<file path="src/rtl/seven_seg_scan_decoder.sv">
// seven_seg_scan_decoder
// Receive side of a multiplexed four-digit seven-segment display bus.
// The active-low anode/segment buses are registered. Each digit dwell is
// filtered for stability and decoded back to a hex nibble. Once all four
// digit slots have been captured, the assembled 16-bit frame is published
// with a one-cycle valid pulse.
//
// Handshake: there is no back-pressure. frame_valid_po is a one-cycle
// strobe; num_po and err_po are valid in that cycle and hold until the next
// publish. timeout_po is a one-cycle strobe that marks a discarded partial
// frame and never changes num_po or err_po.

module seven_seg_scan_decoder #(
    parameter int SETTLE_CYCLES  = 2,     // 1..255
    parameter int TIMEOUT_CYCLES = 4096   // 2..2^20
) (
    input  logic        clk_pi,
    input  logic        rst_n_pi,
    input  logic [6:0]  seg_pi,
    input  logic [3:0]  an_pi,
    output logic [15:0] num_po,
    output logic        frame_valid_po,
    output logic        err_po,
    output logic        timeout_po
);

    // Timeout counter must be able to hold TIMEOUT_CYCLES-1.
    localparam int              TW        = $clog2(TIMEOUT_CYCLES + 1);
    localparam logic [7:0]      SETTLE_C  = 8'(SETTLE_CYCLES);
    localparam logic [TW-1:0]   TMO_LAST  = TW'(TIMEOUT_CYCLES - 1);

    // Segment pattern -> {error, nibble}. Unknown patterns (including a
    // blank 7F) decode to nibble 0 with the error bit set.
    function automatic logic [4:0] decode_seg(input logic [6:0] seg);
        logic [4:0] r;
        case (seg)
            7'h40:   r = 5'h00;
            7'h79:   r = 5'h01;
            7'h24:   r = 5'h02;
            7'h30:   r = 5'h03;
            7'h19:   r = 5'h04;
            7'h12:   r = 5'h05;
            7'h02:   r = 5'h06;
            7'h78:   r = 5'h07;
            7'h00:   r = 5'h08;
            7'h18:   r = 5'h09;
            7'h08:   r = 5'h0A;
            7'h03:   r = 5'h0B;
            7'h46:   r = 5'h0C;
            7'h21:   r = 5'h0D;
            7'h06:   r = 5'h0E;
            7'h0E:   r = 5'h0F;
            default: r = 5'h10;
        endcase
        return r;
    endfunction

    // Input stage and one cycle of history for the stability compare.
    logic [3:0]  an_r;
    logic [6:0]  seg_r;
    logic [3:0]  an_q;
    logic [6:0]  seg_q;

    // Dwell filter.
    logic [7:0]  stab_cnt;
    logic [7:0]  stab_next;
    logic        qualified;
    logic [1:0]  dig_idx;
    logic        same_pair;
    logic        capture;
    logic [3:0]  dec_nib;
    logic        dec_err;

    // Frame assembly.
    logic [15:0]   slots;
    logic [15:0]   slots_next;
    logic [3:0]    mask;
    logic [3:0]    mask_next;
    logic [3:0]    err_bits;
    logic [3:0]    err_next;
    logic [TW-1:0] tmo_cnt;
    logic [TW-1:0] tmo_next;
    logic          tmo_fire;
    logic          publish;

    // Register the raw buses and keep the previous registered pair.
    always_ff @(posedge clk_pi or negedge rst_n_pi) begin
        if (!rst_n_pi) begin
            an_r  <= 4'hF;
            seg_r <= 7'h7F;
            an_q  <= 4'hF;
            seg_q <= 7'h7F;
        end else begin
            an_r  <= an_pi;
            seg_r <= seg_pi;
            an_q  <= an_r;
            seg_q <= seg_r;
        end
    end

    // Only a single low anode selects a digit; anything else is ignored.
    always_comb begin
        qualified = 1'b1;
        dig_idx   = 2'd0;
        case (an_r)
            4'b1110: dig_idx = 2'd0;
            4'b1101: dig_idx = 2'd1;
            4'b1011: dig_idx = 2'd2;
            4'b0111: dig_idx = 2'd3;
            default: qualified = 1'b0;
        endcase
    end

    // Stability count: saturating run length of an unchanged qualified pair.
    // A capture fires only on the cycle the count reaches SETTLE_CYCLES, so
    // one dwell yields exactly one capture.
    always_comb begin
        same_pair = (an_r == an_q) && (seg_r == seg_q);
        stab_next = 8'd0;
        if (qualified) begin
            if (same_pair)
                stab_next = (stab_cnt == 8'hFF) ? stab_cnt : stab_cnt + 8'd1;
            else
                stab_next = 8'd1;
        end
        capture = qualified && (stab_next == SETTLE_C) &&
                  !(same_pair && (stab_cnt == SETTLE_C));
        {dec_err, dec_nib} = decode_seg(seg_r);
    end

    // Stability counter register.
    always_ff @(posedge clk_pi or negedge rst_n_pi) begin
        if (!rst_n_pi)
            stab_cnt <= 8'd0;
        else
            stab_cnt <= stab_next;
    end

    // Frame assembly next state: publish clears the mask, a coincident
    // capture then seeds the next frame, otherwise the timeout runs while a
    // partial frame is pending.
    always_comb begin
        publish    = (mask == 4'hF);
        slots_next = slots;
        mask_next  = mask;
        err_next   = err_bits;
        tmo_next   = tmo_cnt;
        tmo_fire   = 1'b0;

        if (publish) begin
            mask_next = 4'h0;
            err_next  = 4'h0;
        end

        if (capture) begin
            mask_next[dig_idx]               = 1'b1;
            err_next[dig_idx]                = dec_err;
            slots_next[{dig_idx, 2'b00} +: 4] = dec_nib;
            tmo_next                         = '0;
        end else if ((mask != 4'h0) && !publish) begin
            if (tmo_cnt == TMO_LAST) begin
                tmo_fire  = 1'b1;
                mask_next = 4'h0;
                err_next  = 4'h0;
                tmo_next  = '0;
            end else begin
                tmo_next = tmo_cnt + 1'b1;
            end
        end else begin
            tmo_next = '0;
        end
    end

    // Frame assembly state registers.
    always_ff @(posedge clk_pi or negedge rst_n_pi) begin
        if (!rst_n_pi) begin
            slots    <= 16'h0000;
            mask     <= 4'h0;
            err_bits <= 4'h0;
            tmo_cnt  <= '0;
        end else begin
            slots    <= slots_next;
            mask     <= mask_next;
            err_bits <= err_next;
            tmo_cnt  <= tmo_next;
        end
    end

    // Published outputs; num_po/err_po hold between publishes.
    always_ff @(posedge clk_pi or negedge rst_n_pi) begin
        if (!rst_n_pi) begin
            num_po         <= 16'h0000;
            err_po         <= 1'b0;
            frame_valid_po <= 1'b0;
            timeout_po     <= 1'b0;
        end else begin
            frame_valid_po <= publish;
            timeout_po     <= tmo_fire;
            if (publish) begin
                num_po <= slots;
                err_po <= |err_bits;
            end
        end
    end

endmodule
</file>
<file path="config.mk">
export PLATFORM = sky130hd
export DESIGN_NAME = seven_seg_scan_decoder
export DESIGN_NICKNAME = d
export VERILOG_FILES = /design/src/rtl/seven_seg_scan_decoder.sv
export SDC_FILE = /design/constraint.sdc
export NUM_CORES = 1
export LEC_CHECK = 0
export BUFFER_PORTS_ARGS = -buffer_cell sky130_fd_sc_hd__buf_2
export CAP_MARGIN = 20
export CORE_ASPECT_RATIO = 1.5
export CORE_MARGIN = 5
export CORE_UTILIZATION = 55
export CTS_BUF_LIST = sky130_fd_sc_hd__clkbuf_4
export DETAILED_ROUTE_END_ITERATION = 6
export GPL_TIMING_DRIVEN = 0
export MAX_ROUTING_LAYER = met4
export PLACE_DENSITY = 0.82
export SETUP_SLACK_MARGIN = 0.02
export SLEW_MARGIN = 10
export SYNTH_ARGS = -nofsm -noshare
export SYNTH_HDL_FRONTEND = slang
export SYNTH_SLANG_ARGS = --single-unit
</file>
<file path="constraint.sdc">
create_clock -name clk_pi -period 7.1 [get_ports clk_pi]
set_input_delay 0.355 -clock clk_pi [delete_from_list [all_inputs] [get_ports clk_pi]]
set_output_delay 0.355 -clock clk_pi [all_outputs]
set_load 0.01 [all_outputs]
</file>
==> results.json <==
{
  "outcome": "finished, final reports clean",
  "cts_buffers": 9,
  "rrSetupSlack_ns": 4.19,
  "synth_fp_nets": 424,
  "drcViolationCount": 0,
  "synth_flop_cell": "dfrtp_1",
  "grt_pass1_wl_um": 13900,
  "syn_inst": 401,
  "cp-start-kind": "register",
  "post_cts_buffers": 0,
  "clk_path_buf_depth": 2,
  "synth_cell_types": 59,
  "syn_avg_cell_area_um2": 10.3,
  "dieWidth_um": 80.9,
  "synth-seq-area-share_pct": 52.6,
  "fin_setup_tns_ns": 0,
  "numClockSinks": 86,
  "grt_pass1_vias": 3125,
  "detail-route-antenna-nets": 0,
  "drt_wl_total_um": 8080,
  "row_count": 38,
  "layout.nets": 479,
  "rsz0062_at_grt": "no",
  "p_leak_nw": 2.27,
  "design_area_um2": 4780,
  "cts-root-buf": "clkbuf_4",
  "slew_violations": 0,
  "max_freq_mhz": 344,
  "hp-class": "in -> async",
  "post-synth-top-area-fraction_pct": 38.7,
  "async_reset_ff_share_pct": 100,
  "via_count": 3026,
  "worstSetupPathType": "reg -> reg",
  "ios": 32,
  "vias_per_cell": 5.39,
  "antenna_found_initial": 0,
  "tightestPinTransition_ns": 0.526,
  "dpl.hpwl_um": 5650,
  "end_kind": "register",
  "port-buffer-count": 31,
  "placed_area_um2": 4450,
  "setup_viol": 0,
  "critical_path.max_fanout": 10,
  "power_density_nw_per_um2": 197,
  "fin_crit_ns": 2.91,
  "floorplan.die.height_um": 116,
  "fin_crit_sh_pct": 41.0,
  "insertion_delay_ns": 0.45,
  "skew_ns": 0.0111,
  "detailedRoute.firstPassIterationCount": 4,
  "grt_max_degree": 69,
  "finalHoldViolCount": 0,
  "synth_area_um2": 4140,
  "die_area_um2": 9400,
  "htree_levels": 3,
  "overflow": 0,
  "start_util_pct": 56.9,
  "crit_required_ns": 7.45,
  "yosys.area.top_type": "dfrtp_1",
  "cts_tree": "built",
  "synthTopCellsByArea": "dfrtp_1, dfstp_2, nand2_1",
  "cap_violations": 0,
  "design.core.area_um2": 7270,
  "drtIter0Drc": 175,
  "synth-edff-count": 0,
  "synth_seq_cells": 86,
  "syn2layout_area_growth_pct": 15.3,
  "diodes": 0,
  "slew_headroom_pct": 64.9,
  "clk_pin_slew_ns": 0.13,
  "avgRoutedWirePerCell_um": 14.4,
  "synth_warnings": 0,
  "drive_above_1_share_pct": 23.9,
  "grt_usage_pct": 19.8,
  "ir_drop_mv": 0.160,
  "worst-endpoint-arrival_ns": 3.26,
  "gp_congestion": 0.867,
  "fill_cells": 593
}
cell families after synthesis:
family,after synthesis,share of synthesized area [%]
adder cells (fa/ha/maj),10,3.02
AO/OA/AOI/OAI,38,6.22
buffers and inverters,24,2.54
flip-flops,86,52.6
multiplexers,20,5.50
AND/OR/NAND/NOR,196,24.4
XOR/XNOR,27,5.71
per-layer routing:
metal	track usage, %	share of wire (%)	up-vias
li1	-	-	1494
met1	22.1	41	1460
met2	33.1	53	52
met3	3.78	3.1	20
met4	11.0	3.1	0
met5	-	0	-
cell usage in the layout (no fill, tap or decap), drive strengths merged, types with 2 or more instances in the layout:
cell type,count
nand2,68
dfrtp,64
nor2,46
buf,39
dfstp,22
nand3,21
clkbuf,20
xor2,18
mux2,16
dlygate4sd3,12
nor3,11
and3,11
ha,10
xnor2,9
a21oi,7
o21ai,6
nand3b,6
inv,5
or2,4
a31oi,4
nand4b,4
mux2i,4
a21o,4
bufinv,4
nand4,4
clkinv,4
nor4,4
or3,4
nor2b,3
a22oi,3
o22ai,2
o211ai,2
and3b,2
nor4b,2
nor3b,2
o31a,2
final cells by class:
cell class                 count  area (um^2)  area share (%)
tap                          100          125            2.62
buffer                        18         82.6            1.73
multi-input combinational    291         1860            38.9
inverter                       6         22.5           0.472
clock inverter                 7          136            2.86
timing repair buffer          44          305            6.39
clock buffer                   9         67.6            1.41
sequential                    86         2180            45.6
report_power, final:
part	leakage, nW	switching, mW	total [mW]	internal, mW
Sequential	1.12	0.00722	0.509	0.502
Combinational	1.04	0.0343	0.0573	0.0230
Clock	0.105	0.165	0.377	0.212
Total	2.27	0.206	0.943	0.737
sequential cells by signal (all words and copies together), names as in the netlist, 7 cells and up:
register,cells
num_po,16
stab_cnt,8
tmo_cnt,13
seg_q,7
slots,16
seg_r,7
path summary, 6_finish.rpt:
check                                    from  depth (start not counted)               endpoint
min reg2reg                seg_r[6]$_DFF_PN1_                          0     seg_q[6]$_DFF_PN1_
max                        seg_r[4]$_DFF_PN1_                          8  slots[15]$_DFFE_PN0P_
max reg2reg                seg_r[4]$_DFF_PN1_                          8  slots[15]$_DFFE_PN0P_
min in group clk_pi        seg_r[6]$_DFF_PN1_                          0     seg_q[6]$_DFF_PN1_
max in group asynchronous            rst_n_pi                          3     seg_q[3]$_DFF_PN1_
min                                  rst_n_pi                          2  stab_cnt[7]$_DFF_PN0_
cells in the mapped netlist (4+ instances only):
library cell / instances
a21o_1: 4
a21oi_1: 7
a31oi_1: 4
and3_1: 9
buf_2: 5
clkbuf_1: 10
dfrtp_1: 64
dfstp_2: 22
ha_1: 10
inv_1: 5
mux2_2: 13
mux2i_1: 4
nand2_1: 64
nand2_2: 4
nand3_1: 21
nand3b_1: 6
nand4b_1: 4
nor2_1: 46
nor3_1: 11
o21ai_0: 6
or2_2: 4
xnor2_1: 9
xor2_1: 18
what timing repair did:
action | in CTS | in global routing
hold buffers | 12 | 0
resized for setup | 0 | 0
endpoints found under the hold margin | 29 | 0
critical path, cell delays in order, from the launching register on:
cell and delay, ns:
dfstp_2 0.55, buf_2 0.21, xor2_1 0.09, nor3_1 0.27, nand4_2 0.26, or3_4 0.49, nor4b_4 0.44, nand2_2 0.16
mux2_1 0.34
through the flow:
| step | utilization [%] | std cells | hold slack (ns) | setup WS, ns | power [mW] |
|---|---|---|---|---|---|
| after floorplan | - | 401 | 0.0594 | 4.54 | 0.547 |
| after global placement | 60.8 | 532 | 0.352 | 4.24 | 0.565 |
| after detailed placement | 61.2 | 533 | 0.249 | 4.18 | 0.570 |
| after CTS | 65.7 | 561 | 0.291 | 4.16 | 0.951 |
| after global routing | 65.7 | 561 | 0.346 | 4.02 | 0.978 |
| final | 65.7 | 561 | 0.316 | 4.19 | 0.943 |
Note: power is estimated with default switching activity, not from simulation.
